<file path="src/rtl/conv_sequencer_pkg.sv">
// conv_sequencer_pkg
//   Shared definitions for the convolution sequencer:
//   - FSM state encoding (IDLE..DONE)
//   - clog2 helper for sizing counters from parameters
//   - output-count helper and the default YLEN
package conv_sequencer_pkg;

  localparam logic [2:0] IDLE   = 3'd0;
  localparam logic [2:0] LOAD_X = 3'd1;
  localparam logic [2:0] LOAD_H = 3'd2;
  localparam logic [2:0] SETUP  = 3'd3;
  localparam logic [2:0] MAC    = 3'd4;
  localparam logic [2:0] EMIT   = 3'd5;
  localparam logic [2:0] DONE   = 3'd6;

  localparam int XLEN_DEFAULT = 8;
  localparam int HLEN_DEFAULT = 3;

  // Ceiling log2; usable in constant expressions.
  function automatic int clog2(input int value);
    int r;
    r = 0;
    for (int i = 0; i < 31; i++) begin
      if ((1 << i) < value) r = i + 1;
    end
    return r;
  endfunction

  // Number of outputs of a full linear convolution.
  function automatic int calc_ylen(input int xlen, input int hlen);
    return xlen + hlen - 1;
  endfunction

  localparam int YLEN = calc_ylen(XLEN_DEFAULT, HLEN_DEFAULT);

endpackage

</file>
<file path="src/rtl/conv_tap_range.sv">
// conv_tap_range
//   Combinational map from output index n to the range of kernel taps k
//   that touch real samples: kmin = max(0, n-XLEN+1), kmax = min(n, HLEN-1).
// Ports:
//   n     in  CW  output index
//   kmin  out CW  first valid tap
//   kmax  out CW  last valid tap
module conv_tap_range
  import conv_sequencer_pkg::*;
#(
  parameter int XLEN = 8,
  parameter int HLEN = 3,
  parameter int CW   = clog2(calc_ylen(XLEN, HLEN) + 1)
) (
  input  logic [CW-1:0] n,
  output logic [CW-1:0] kmin,
  output logic [CW-1:0] kmax
);

  localparam logic [CW-1:0] XM1 = CW'(XLEN - 1);
  localparam logic [CW-1:0] HM1 = CW'(HLEN - 1);

  // Compare first so the unsigned subtraction never underflows.
  always_comb begin
    kmin = (n > XM1) ? (n - XM1) : '0;
    kmax = (n < HM1) ? n : HM1;
  end

endmodule

</file>
<file path="src/rtl/conv_sequencer.sv">
// conv_sequencer
//   Control FSM for a single-multiplier convolution engine. Loads XLEN
//   samples into the x RAM and HLEN taps into the h RAM from one stream,
//   then for each n issues only the in-range taps (one per cycle) to an
//   external MAC and presents y[n] with a valid/ready handshake.
// Ports:
//   clk, rst          clock, asynchronous active-high reset
//   start             begin a job (IDLE only)
//   in_valid/in_ready input stream handshake (data goes straight to RAMs)
//   ram_clr           pulse clearing both RAM write pointers
//   x_wr, h_wr        RAM write strobes
//   x_rd, h_rd        RAM read enables
//   x_adr, h_adr      RAM read addresses (n-k, k)
//   mac_clr, mac_en   accumulator clear / accumulate
//   y_valid, y_ready  output handshake; y_idx is the current n
//   busy, done        job status; done pulses once per job
module conv_sequencer
  import conv_sequencer_pkg::*;
#(
  parameter  int M    = 4,
  parameter  int XLEN = 8,
  parameter  int HLEN = 3,
  localparam int NOUT = calc_ylen(XLEN, HLEN),
  localparam int CW   = clog2(NOUT + 1)
) (
  input  logic          clk,
  input  logic          rst,
  input  logic          start,
  input  logic          in_valid,
  output logic          in_ready,
  output logic          ram_clr,
  output logic          x_wr,
  output logic          h_wr,
  output logic          x_rd,
  output logic          h_rd,
  output logic [M-1:0]  x_adr,
  output logic [M-1:0]  h_adr,
  output logic          mac_clr,
  output logic          mac_en,
  output logic          y_valid,
  input  logic          y_ready,
  output logic [CW-1:0] y_idx,
  output logic          busy,
  output logic          done
);

  localparam logic [CW-1:0] XM1 = CW'(XLEN - 1);
  localparam logic [CW-1:0] HM1 = CW'(HLEN - 1);
  localparam logic [CW-1:0] YM1 = CW'(NOUT - 1);

  logic [2:0]    state_reg, state_next;
  logic [CW-1:0] cnt_reg, cnt_next;
  logic [CW-1:0] n_reg, n_next;
  logic [CW-1:0] k_reg, k_next;
  logic [CW-1:0] kmin, kmax;

  conv_tap_range #(
    .XLEN (XLEN),
    .HLEN (HLEN),
    .CW   (CW)
  ) u_tap_range (
    .n    (n_reg),
    .kmin (kmin),
    .kmax (kmax)
  );

  always_ff @(posedge clk or posedge rst) begin
    if (rst) begin
      state_reg <= IDLE;
      cnt_reg   <= '0;
      n_reg     <= '0;
      k_reg     <= '0;
    end else begin
      state_reg <= state_next;
      cnt_reg   <= cnt_next;
      n_reg     <= n_next;
      k_reg     <= k_next;
    end
  end

  always_comb begin
    state_next = state_reg;
    cnt_next   = cnt_reg;
    n_next     = n_reg;
    k_next     = k_reg;
    case (state_reg)
      IDLE: begin
        if (start) begin
          state_next = LOAD_X;
          cnt_next   = '0;
        end
      end
      LOAD_X: begin
        if (in_valid) begin
          if (cnt_reg == XM1) begin
            state_next = LOAD_H;
            cnt_next   = '0;
          end else begin
            cnt_next = cnt_reg + CW'(1);
          end
        end
      end
      LOAD_H: begin
        if (in_valid) begin
          if (cnt_reg == HM1) begin
            state_next = SETUP;
            cnt_next   = '0;
            n_next     = '0;
          end else begin
            cnt_next = cnt_reg + CW'(1);
          end
        end
      end
      SETUP: begin
        // Start at the first tap that overlaps a real sample.
        k_next     = kmin;
        state_next = MAC;
      end
      MAC: begin
        if (k_reg == kmax) state_next = EMIT;
        else               k_next     = k_reg + CW'(1);
      end
      EMIT: begin
        if (y_ready) begin
          if (n_reg == YM1) begin
            state_next = DONE;
          end else begin
            n_next     = n_reg + CW'(1);
            state_next = SETUP;
          end
        end
      end
      DONE: begin
        state_next = IDLE;
        n_next     = '0;
        k_next     = '0;
      end
      default: state_next = IDLE;
    endcase
  end

  // Outputs decode from state only (plus the start/in_valid pass-through),
  // so an asynchronous reset drives them all to 0 immediately.
  always_comb begin
    in_ready = (state_reg == LOAD_X) || (state_reg == LOAD_H);
    ram_clr  = (state_reg == IDLE) && start && !rst;
    x_wr     = (state_reg == LOAD_X) && in_valid;
    h_wr     = (state_reg == LOAD_H) && in_valid;
    x_rd     = (state_reg == MAC);
    h_rd     = (state_reg == MAC);
    mac_en   = (state_reg == MAC);
    mac_clr  = (state_reg == SETUP);
    x_adr    = (state_reg == MAC) ? M'(n_reg - k_reg) : '0;
    h_adr    = (state_reg == MAC) ? M'(k_reg) : '0;
    y_valid  = (state_reg == EMIT);
    y_idx    = (state_reg == EMIT) ? n_reg : '0;
    busy     = (state_reg != IDLE);
    done     = (state_reg == DONE);
  end

endmodule
</file>
<file path="config.mk">
export PLATFORM = sky130hd
export DESIGN_NAME = conv_sequencer
export DESIGN_NICKNAME = d
export VERILOG_FILES = /design/src/rtl/conv_sequencer_pkg.sv /design/src/rtl/conv_tap_range.sv /design/src/rtl/conv_sequencer.sv
export SDC_FILE = /design/constraint.sdc
export NUM_CORES = 1
export LEC_CHECK = 0
export BUFFER_PORTS_ARGS = -buffer_cell sky130_fd_sc_hd__buf_2
export CAP_MARGIN = 30
export CORE_UTILIZATION = 53
export CTS_CLUSTER_SIZE = 28
export DETAILED_ROUTE_END_ITERATION = 6
export GPL_TIMING_DRIVEN = 0
export HOLD_SLACK_MARGIN = 0.06
export PLACE_DENSITY = 0.78
export RECOVER_POWER = 50
export SLEW_MARGIN = 20
export SYNTH_ARGS = -nofsm -noshare
export SYNTH_HDL_FRONTEND = slang
export SYNTH_SLANG_ARGS = --single-unit
</file>
<file path="constraint.sdc">
create_clock -name clk -period 2.1 [get_ports clk]
set_input_delay 0.105 -clock clk [delete_from_list [all_inputs] [get_ports clk]]
set_output_delay 0.105 -clock clk [all_outputs]
set_load 0.02 [all_outputs]
</file>
==> results.txt, run 1 <==
The run finished with clean final reports. The run gives 1005 as the via count of the first global-routing pass. The required time of the critical path was 2.00 ns.

Sequential cells account for 27.7% of the total power. The worst setup path is captured at an output port. In the synthesized netlist, the cells that appear most often are 16 x nor2_1, 15 x dfrtp_1, 11 x inv_1, 10 x nand2_1, 8 x ha_1.

Summing the areas of all xor and xnor instances in the mapped netlist gives 3.57% of the synthesized area. For the worst-skew pair, the clock arrives at the later sink with an insertion delay of 0.28 ns. In this run the most critical hold path is launched from y_ready. For this design the ratio of total power to cell area is 1260 nW/um^2. During I/O placement, the number of pins put on the boundary was 28.

CTS placed an instance of clkbuf_4 at the clock tree root. Die extent in x: 50.1 um. The setup path with the least slack is of type reg2out.

The longest clock path from root to sink contains 2 buffers. The tools report the initial antenna violation count as 0. Counting every instance in the synthesized netlist gives 146. After detailed routing, the number of remaining DRC violations is 0. The relative slew slack came out at 60.1%. Clock tree synthesis found a total of 15 sinks. After the first detailed-routing iteration, the DRC count stood at 36. The run gives 1 as the cts-stage hold buffer count. The congestion estimate from routability-driven global placement came to 0.925. The tools report the vias after detailed routing as 1164. In this run the power spent charging and discharging nets is 870 uW. Final number of hold-violating endpoints: 0. Critical path startpoint category: a flop. The tools report the H-tree depth as 1. For the final routed database, the setup TNS stands at 0 ns. The post-route antenna net violation count is 0. The via density per instance is 5.65, and the count of final setup violators is 0. Summed over its instances, the top area cell type makes up 30.6% of the synthesized netlist area.

The final routed wire length divided by cell count is 13.2 um, and the shortest period the worst path allows is 1.98 ns. The total length of routed wires was 2.72 mm. The slowest stage cell on the critical path was dfrtp_1. The share of total power dissipated in combinational logic is 62.8%. After synthesis, the cell types taking the most area are dfrtp_1 31%, ha_1 8.2%, nor2_1 4.9%, inv_1 3.4%, nand2_1 3.1%. For this run, the top clock speed supported by timing is 505 MHz. Dominant combinational cell family by area after synthesis: simple AND/OR/NAND/NOR gates. From bottom edge to top edge, the die measures 50.1 um.

Max-cap violations in this run came to 0. Before CTS, the worst setup slack after placement is 0.340 ns. Dividing the final minimum period by the clock period gives 94.3%. The first global-routing pass estimated 4.51 mm of wire. The total CTS buffers was 3; the switching power share of the total was 48.7%. The share of the synthesized area in compound gates (AO/OA/AOI/OAI) is 21.8%.

Counting the fill cells in the layout gives 194. Across the VDD grid, the largest voltage drop is 0.846 mV. The clock transition at the registers of the reported paths works out to 0.09 ns. The Yosys step of the flow raised 0 warnings. Setup repair after global routing left no endpoint under its margin. The analysis attributes to cell leakage a power of 0.704 nW. The floorplan core area is 2190 um^2, and the fraction of registers with async set/reset is 100%. A synthesized cell averages 8.40 um^2. The clock network burns 9.5% of the power. Of the total synthesized cell area, the portion taken by AND, OR, NAND and NOR gates is 23.3%. In this run, synthesis produced a sequential element count of 15.

For the net count reported at finish, the log shows 193. In the post-synthesis netlist, the cell with the most instances is nor2_1. 0 antenna diodes ended up in the layout. The initial utilization of the core area, before any placement, comes to 56.0%. The top fanout value on the critical path works out to 7. Net count of the mapped netlist: 160.

Cells with a size suffix above 1 make up 21.3% of the layout. Area of the die: 2510 um^2. The fraction of the mapped netlist area in adder cells came out at 9.80%.

From synthesis to final layout, the design area changed by 15.8%. Summed over all instances, the cell type with the most area after synthesis is dfrtp_1. For the endpoint arrival time on the critical path, the log shows 1.88 ns. In the global route stage, overall resource usage came out at 23.5%.

In this run the cell area of the synthesized design comes to 1230 um^2. The overall overflow remaining after global route is 0, and the detailed placement HPWL is 2.08 mm. The peak per-stage delay on the critical path works out to 0.50 ns. The run gives 30.6% as the fraction of the yosys area taken by sequential cells. The maximum number of pins on one net before global-route repair came out at 16. The multiplexer share of the synthesized area was 4.29%; the minimum setup slack in the final design was 0.119 ns. The most critical setup path has its startpoint at n_reg[0]. For the pin with the worst max-slew slack, the measured transition is 0.597 ns. Walking the worst path, the cells encountered are inv_1 > ha_1 > fa_1 > xor2_1 > nor2_1 > buf_2.

The number of buffers inserted by port buffering was 27; the number of pins with negative max-slew slack in the final report was 0. The worst min-delay path category is in2reg. The synthesized design contains 0 enable-type register cells. For this run, the detailed router's first-pass iteration total came to 4. For the number of cells upsized or downsized after cts, the log shows 0. TritonCTS built the clock tree. Post-CTS timing repair inserted 0 buffers for setup. The internal portion of the total power is 916 uW.

The floorplan row count was 17; the clock skew was 0.00369 ns. Leading register cell type out of synthesis: dfrtp_1. In this run the critical register-to-register path is launched from state_reg[0]. Counting distinct cell types in the post-synthesis netlist gives 48.
## placed cells by master, fill, tap and decap left out, types with 2 or more instances in the layout
master and n:
o21ai_0 5, o32ai_1 2, clkbuf_1 8, or3_1 2, nor2_1 16, xor2_1 2
o21ai_2 2, o22ai_1 3, o21ai_1 3, mux2i_1 3, a22o_1 2, inv_2 2
xnor2_1 3, nor2b_1 2, nand3b_1 2, nor3_1 3, and3_1 3, nand3_1 4
a21oi_1 7, and2_1 4, buf_4 2, ha_1 8, buf_2 23, dfrtp_1 15
inv_1 12, clkbuf_4 3, nand2_1 11, nand2b_1 4, a21o_1 2
## worst max-delay path, delay by kind of cell, from the launching register on
kind	cells	cell delay, ns
XOR/XNOR	1	0.15
adder cells (fa/ha/maj)	2	0.61
buffers and inverters	2	0.27
flip-flops	1	0.50
AND/OR/NAND/NOR	1	0.08
## final timing paths
check | slack, ns | to | cells after the start
worst max-delay path | 0.12 | x_adr[2] | 6
worst min-delay path | 0.20 | state_reg[2] | 3
max in group asynchronous | 1.27 | cnt_reg[3] | 3
worst max register to register | 0.22 | state_reg[0] | 6
worst min register to register | 0.55 | cnt_reg[0] | 1
min in group asynchronous | 0.44 | state_reg[2] | 3
## power groups by stage
| stage | registers (mW) | clock network, mW | logic (mW) |
|---|---|---|---|
| global placement | 0.495 | 0 | 1.09 |
| detailed placement | 0.499 | 0 | 1.13 |
| floorplan | 0.469 | 0 | 0.896 |
| global route | 0.509 | 0.181 | 1.24 |
| finish | 0.495 | 0.169 | 1.12 |
| CTS | 0.494 | 0.170 | 1.14 |
## cells by family after synthesis
group	count (synthesis)
flops	15
fa+ha+maj	9
simple gates	55
mux	5
compound gates	38
buf+inv	19
xor+xnor	5
## area by class of cell
type,count,area [um^2],share of cell area (%)
clock buffer,4,26.3,1.85
buffer,5,27.5,1.94
multi-input combinational,112,764,53.8
sequential,15,375,26.4
timing repair buffer,28,139,9.78
tap,28,35.0,2.47
inverter,14,52.6,3.70
## per-layer routing
layer / global-route usage [%] / vias up / wire length, um
li1: - / 574 / -
met1: 31.8 / 539 / 1300
met2: 37.3 / 47 / 1240
met3: 3.40 / 4 / 145
met4: 9.05 / 0 / 27
met5: 0 / - / 0
## through the flow
stage / hold slack (ns) / util [%] / total power, mW / std cells / cell area, um^2
after floorplan: 0.00648 / - / 1.36 / 146 / 1230
after global placement: 0.204 / 63.7 / 1.58 / 201 / 1400
after detailed placement: 0.207 / 63.7 / 1.63 / 201 / 1400
after CTS: 0.191 / 65.4 / 1.80 / 206 / 1430
after global routing: 0.212 / 64.8 / 1.93 / 206 / 1420
final: 0.201 / 64.8 / 1.79 / 206 / 1420
No activity file was read; power rests on OpenSTA's default activity.
==> inputs of run 2 (changes only) <==
Settings changed: CORE_UTILIZATION 53 to 48, PLACE_DENSITY 0.78 to 0.74.
Clock period 2.1 ns to 1.75 ns, I/O delays scaled along.
==> run 2 against run 1 <==
The run now ends with negative setup slack left. First-iteration DRC count decreased by 36%. Count of clock-buffer cells in the layout unchanged. Clock skew is 0.0016 ns lower. Register-to-register slack worse by 0.23 ns. Critical path depth down 1. Non-clock buffer count is 10 higher. Final area grew 13%. Worst hold slack worse by 0.019 ns. Total power grew 44%. Wire length grew 20%.
==> results.txt, run 2 (synthesized netlist as in run 1, its figures left out) <==
In this run the vertical extent of the chip is 52.5 um. After routing, the total negative slack on setup checks comes to -0.0249 ns. For the vias after detailed routing, the log shows 1236.

The switching power share of the total works out to 46.5%. The region available for standard cell placement spans 2320 um^2. The relative slew slack is 58.6%, and the ratio of cells with drive above 1 in the final layout is 39.4%. In the final layout, the multi-input gates occupy 845 um^2. The area of the die was 2760 um^2. Entering global routing, the biggest net connects 16 pins. The latest clock arrival within the worst-skew pair was 0.29 ns. The top cell types in the final layout, fill and taps aside, are 24 x buf_2, 15 x nor2_1, 14 x buf_4. Power spread over the standard cell area amounts to 1610 nW/um^2. The run gives 0 as the final number of hold-violating endpoints. Of all nets on the critical path, the largest fanout is 2.

Across the routed clock network, the largest skew measured is 0.00213 ns. Traced cell by cell, the critical path runs through ha_4 > fa_2 > xor2_1 > nor2_1 > buf_4. Routability-driven placement finished with a final weighted congestion of 0.912.

For this run, the number of standard cells in the final layout without fillers is 216. The worst-case IR drop observed on VDD is 1.32 mV. The final reports fail on negative setup slack. The tools report the initial antenna violation count as 0.

In this run the power spent charging and discharging nets is 1.20 mW. The tools report the critical path startpoint category as a flop. Overall overflow remaining after global route: 0.

Setup repair after global routing could not meet its margin everywhere. For the floorplan row count, the log shows 17. In the routed layout, each cell is associated on average with a via count of 5.72. Most common cell after layout, fill and taps aside: buf_2.

The number of inserted filler cells in the final layout was 197. The flow ran to the end, but the final reports show violations. The final routed wire length divided by cell count is 15.1 um.

CTS saw 15 sinks. For the worst setup path, the data arrival time is 1.67 ns. TritonCTS built the clock tree. The clock tree root driver cell was clkbuf_4. The detailed placement HPWL is 2.30 mm, and the minimum setup slack in the final design is -0.0102 ns. The count of final setup violators is 3, and the area occupied by registers is 380 um^2. After layout, the design draws a total of 2.58 mW. At the worst endpoint, the required time is 1.66 ns. After routing the design area is 1600 um^2. The run gives 52.9% as the initial standard-cell utilization of the core.

Internal power comes to 1.38 mW. Capturing element type of the critical path: an output port. The number of maximum-capacitance constraint violations came out at 0. On the final layout, the worst hold slack is 0.182 ns.

The worst min-delay path category is in2reg. The sequential group share of total power was 22.4%. At the end of the flow, the number of nets in the layout was 203. In this run the count of I/O pins placed on the die edge is 28. The pre-antenna-repair detailed-routing pass consisted of 6 iterations.

The synthesis-to-finish area growth was 30.8%; the clock transition at the registers of the reported paths was 0.09 ns. For this run, design rule violations remaining after detail routing come to 0. The tools report the total length of routed wires as 3.26 mm. The tools report the H-tree depth as 1. The standard cell area after detailed placement was 1400 um^2. Prior to clock tree synthesis, the placed netlist has a worst setup slack of -0.0452 ns. At the pin with the least slew margin, the transition time is 0.621 ns. The first routing iteration left 23 violations. The critical path in this run is classified as reg2out. The deepest clock path buffer count came out at 2. Across every metal layer, demand over resource in global routing totals 26.2%. The number of buffers inserted by port buffering was 27; the combinational group share of total power was 69.8%.

For the wire length of the first global-routing pass, the log shows 5.23 mm. Counting the buffers created by CTS gives 3. The run gives 7.8% as the share of power burned in the clock network.

The number of antenna diodes in the final layout is 0. For the post-route antenna net violation count, the log shows 0. The tools report the via count of the first global-routing pass as 1146. Slowest stage cell on the critical path: dfrtp_2. For the number of instances in the placed design, the log shows 201.

For this run, the share of the core covered by cells in the final layout is 69.2%. Summed over all cells, the static leakage comes to 0.783 nW. Static timing analysis puts the maximum clock frequency at 568 MHz. After layout, the minimum clock period comes to 1.76 ns.

From left edge to right edge, the die measures 52.5 um. The number of pins with negative max-slew slack in the final report came out at 0. In the finished design, the share of the clock period the worst path needs comes to 101%. In this design, the stage delay of the slowest critical-path cell is 0.46 ns.
[run 2: cell types whose count changed in the layout (fill, tap and decap cells not counted), moves of 2 or more]
| cell | delta |
|---|---|
| ha_4 | +2 |
| ha_1 | -2 |
| buf_6 | +2 |
| dfrtp_2 | +4 |
| inv_2 | +4 |
| inv_1 | -4 |
| buf_4 | +12 |
| clkbuf_1 | -6 |
| dfrtp_1 | -4 |
[run 2: worst paths after layout]
| path | from | end | slack (ns) | cells past startpoint |
|---|---|---|---|---|
| worst min register to register | cnt_reg[0] | cnt_reg[0] | 0.54 | 1 |
| worst max-delay path | k_reg[0] | x_adr[2] | -0.01 | 5 |
| min in group asynchronous | rst | cnt_reg[0] | 0.42 | 3 |
| max in group asynchronous | rst | k_reg[0] | 0.90 | 3 |
| worst max register to register | k_reg[0] | k_reg[3] | -0.01 | 5 |
| worst min-delay path | y_ready | state_reg[2] | 0.18 | 3 |
[run 2: power groups by stage]
stage | Clock, mW | Combinational [mW] | Sequential (mW)
after floorplan | 0 | 1.07 | 0.563
after global placement | 0 | 1.32 | 0.592
after detailed placement | 0 | 1.39 | 0.601
after CTS | 0.208 | 1.63 | 0.569
after global routing | 0.219 | 1.97 | 0.589
final | 0.202 | 1.80 | 0.578
[run 2: timing repair]
item,4_1_cts,5_1_grt
hold buffers,1,0
hold endpoints to repair,15,0
endpoints found under the setup margin,6,14
pin swaps,4,3
buffers inserted,6,4
gates resized for setup,18,11
[run 2: cell type report]
class                      count  share of cell area [%]
inverter                      14                    3.28
clock buffer                   4                    1.64
tap                           28                    2.18
multi-input combinational    112                    52.7
sequential                    15                    23.7
timing repair buffer          38                    14.4
buffer                         5                    2.18
[run 2: worst max-delay path, delay by kind of cell, from the launching register on]
kind                       cells  cell delay [ns]
xor gates and xnor gates       1             0.15
adders and majority gates      2             0.52
buffers and inverters          1             0.15
DFF                            1             0.46
and+or+nand+nor                1             0.11
[run 2: layer usage]
layer	global-route usage (%)	routed length, um
met1	31.5	1410
met2	45.8	1700
met3	3.77	108
met4	11.4	40
met5	0	0
==> inputs of run 3 (changes only) <==
Settings changed: CORE_UTILIZATION 48 to 57, MAX_ROUTING_LAYER set to met4, PLACE_DENSITY 0.74 to 0.83.
Clock period 1.75 ns to 2.17 ns, I/O delays scaled along.
==> run 3 against run 2 <==
The run now ends clean. Die area is 15% lower. Register-to-register slack improved by 0.30 ns. Clock skew increased by 0.0083 ns. Final cell count decreased by 5.1%. Via count is 5.1% lower. First-iteration DRC count is 13% higher. Non-clock buffer count shrank 10. Worst hold slack better by 0.026 ns. Critical path depth is 1 higher. Combinational power shrank 39%. Global-route usage up 0.45 points. Utilization is 1.8 points higher. Critical endpoint unchanged. Highest routed layer unchanged.
==> results.txt, run 3 (synthesized netlist as in run 1, its figures left out) <==
After detailed routing, the average wire length per cell comes to 13.4 um. The number of gates resized after CTS was 0. At the worst endpoint, the required time is 2.06 ns.

For the total global routing track utilization, the log shows 26.7%. At the end of the flow, the number of nets in the layout was 193. The vias after detailed routing came out at 1173.

The tree is rooted in a clkbuf_4. Setup violations remaining at the end of the flow were counted as 0. Entering global routing, the biggest net connects 16 pins.

The most common cell after layout, fill and taps aside was buf_2. Of the cells placed in the final design, the portion with a size suffix greater than 1 is 21.9%. The core region is 2000 um^2. The run gives 1 as the cts-stage hold buffer count. The tools report the critical path startpoint category as a flop. The longest clock path from root to sink contains 2 buffers. The tools report the overall overflow remaining after global route as 0.

0 antenna diodes ended up in the layout. The logs give 4.82 mm for the wire length of the first global-routing pass and 60.2% for the relative slew slack. Once detail routing completed, the nets flagged for antenna violations numbered 0.

Across the VDD grid, the largest voltage drop is 0.743 mV. The post-CTS repair timing setup buffer count is 0, and the slew at the pin with the worst max-slew slack is 0.597 ns. Pin placement for this block handled 28 I/O pins. The via count of the first global-routing pass is 1086, and the achievable clock frequency is 494 MHz.

Number of maximum-capacitance constraint violations: 0. The initial antenna violation count is 0. The endpoint arrival time on the critical path came out at 1.92 ns. For this design the ratio of total power to cell area is 1210 nW/um^2. The tools report the total length of routed wires as 2.74 mm.

The area of the die was 2340 um^2. The worst hold path begins at y_ready. The remaining design rule violation count was 0. Leaving out fill and tap cells, the most frequent cells in the layout are 23 x buf_2, 16 x nor2_1, 15 x dfrtp_1. The logs give 1.73 mW for the total design power and 16 for the floorplan row count.

The clock drives 15 sinks. Along the worst path, the maximum fanout reaches 7. Counting I/O delays and the setup requirement, the final critical path takes 2.02 ns. Clock transition at the registers of the reported paths: 0.10 ns. The critical path launch point is n_reg[0].

TritonCTS built the clock tree. The worst setup path is captured at an output port. For the routability congestion estimate from global placement, the log shows 0.910. The die extent in x works out to 48.4 um. The setup path with the least slack is of type reg2out. Across the routed clock network, the largest skew measured is 0.0104 ns.

In this run the tool buffered the top-level ports with 27 buffer cells. Setup repair after global routing left no endpoint under its margin. The number of pins with negative max-slew slack in the final report was 0; the total CTS buffers was 3. Summed over all nets, the half-perimeter wirelength after detailed placement is 2.15 mm. The static leakage power was 0.705 nW. For the total iterations of the first detailed-routing run, the log shows 4.

The tightest min-delay check is of the in2reg type. From synthesis to final layout, the design area changed by 15.8%. The logs give 1 for the H-tree depth and 0 for the final number of hold-violating endpoints.

The height of the die was 48.4 um; the initial standard-cell utilization of the core was 61.2%. On the final layout, the worst hold slack is 0.209 ns. In the final timing run, aggregate negative setup slack is 0 ns.

The via density per instance works out to 5.72. The final cycle utilization of the critical path was 93.3%; the latest clock arrival within the worst-skew pair was 0.28 ns. The startpoint identified for the worst register-to-register timing path is state_reg[1]. The run finished with clean final reports. The DRC violation total after the first TritonRoute iteration is 26.
run 3: final timing paths:
path / to / slack, ns / cells past startpoint
worst min register to register: cnt_reg[0] / 0.55 / 1
worst max-delay path: x_adr[2] / 0.15 / 6
worst min-delay path: state_reg[2] / 0.21 / 3
max in group asynchronous: k_reg[1] / 1.33 / 3
worst max register to register: n_reg[2] / 0.29 / 7
min in group asynchronous: cnt_reg[0] / 0.44 / 3
run 3: final cells by class:
class / instances / area (um^2)
clock buffer: 3 / 22.5
inverter: 14 / 52.6
buffer: 5 / 27.5
sequential: 15 / 375
multi-input combinational: 112 / 764
clock inverter: 1 / 5.00
timing repair buffer: 28 / 139
fill: 182 / 582
tap: 27 / 33.8
run 3: per-layer routing:
layer	wire length, um	global-route usage, %
met5	0	-
met4	46	5.88
met3	116	2.83
met2	1350	46.7
met1	1220	33.3
run 3: metrics by stage:
step | setup WS, ns | cells | cell area (um^2) | util, %
3_3_place_gp | 0.399 | 200 | 1400 | 69.7
5_1_grt | 0.0386 | 205 | 1420 | 70.9
4_1_cts | 0.145 | 205 | 1430 | 71.6
3_5_place_dp | 0.403 | 200 | 1400 | 69.7
6_report | 0.146 | 205 | 1420 | 70.9
2_1_floorplan | 0.511 | 146 | 1230 | -
run 3: worst max-delay path, stage by stage, from the launching register on:
cell and delay (ns):
dfrtp_1 0.51, inv_1 0.11, ha_1 0.24, fa_1 0.39
xor2_1 0.15, nor2_1 0.07, buf_2 0.16
run 3: report_power, final:
group          internal, mW  leakage, nW  switching [mW]  total, mW
sequential            0.361        0.199           0.117      0.478
combinational         0.456        0.488           0.631       1.09
clock                0.0683       0.0177          0.0923      0.161
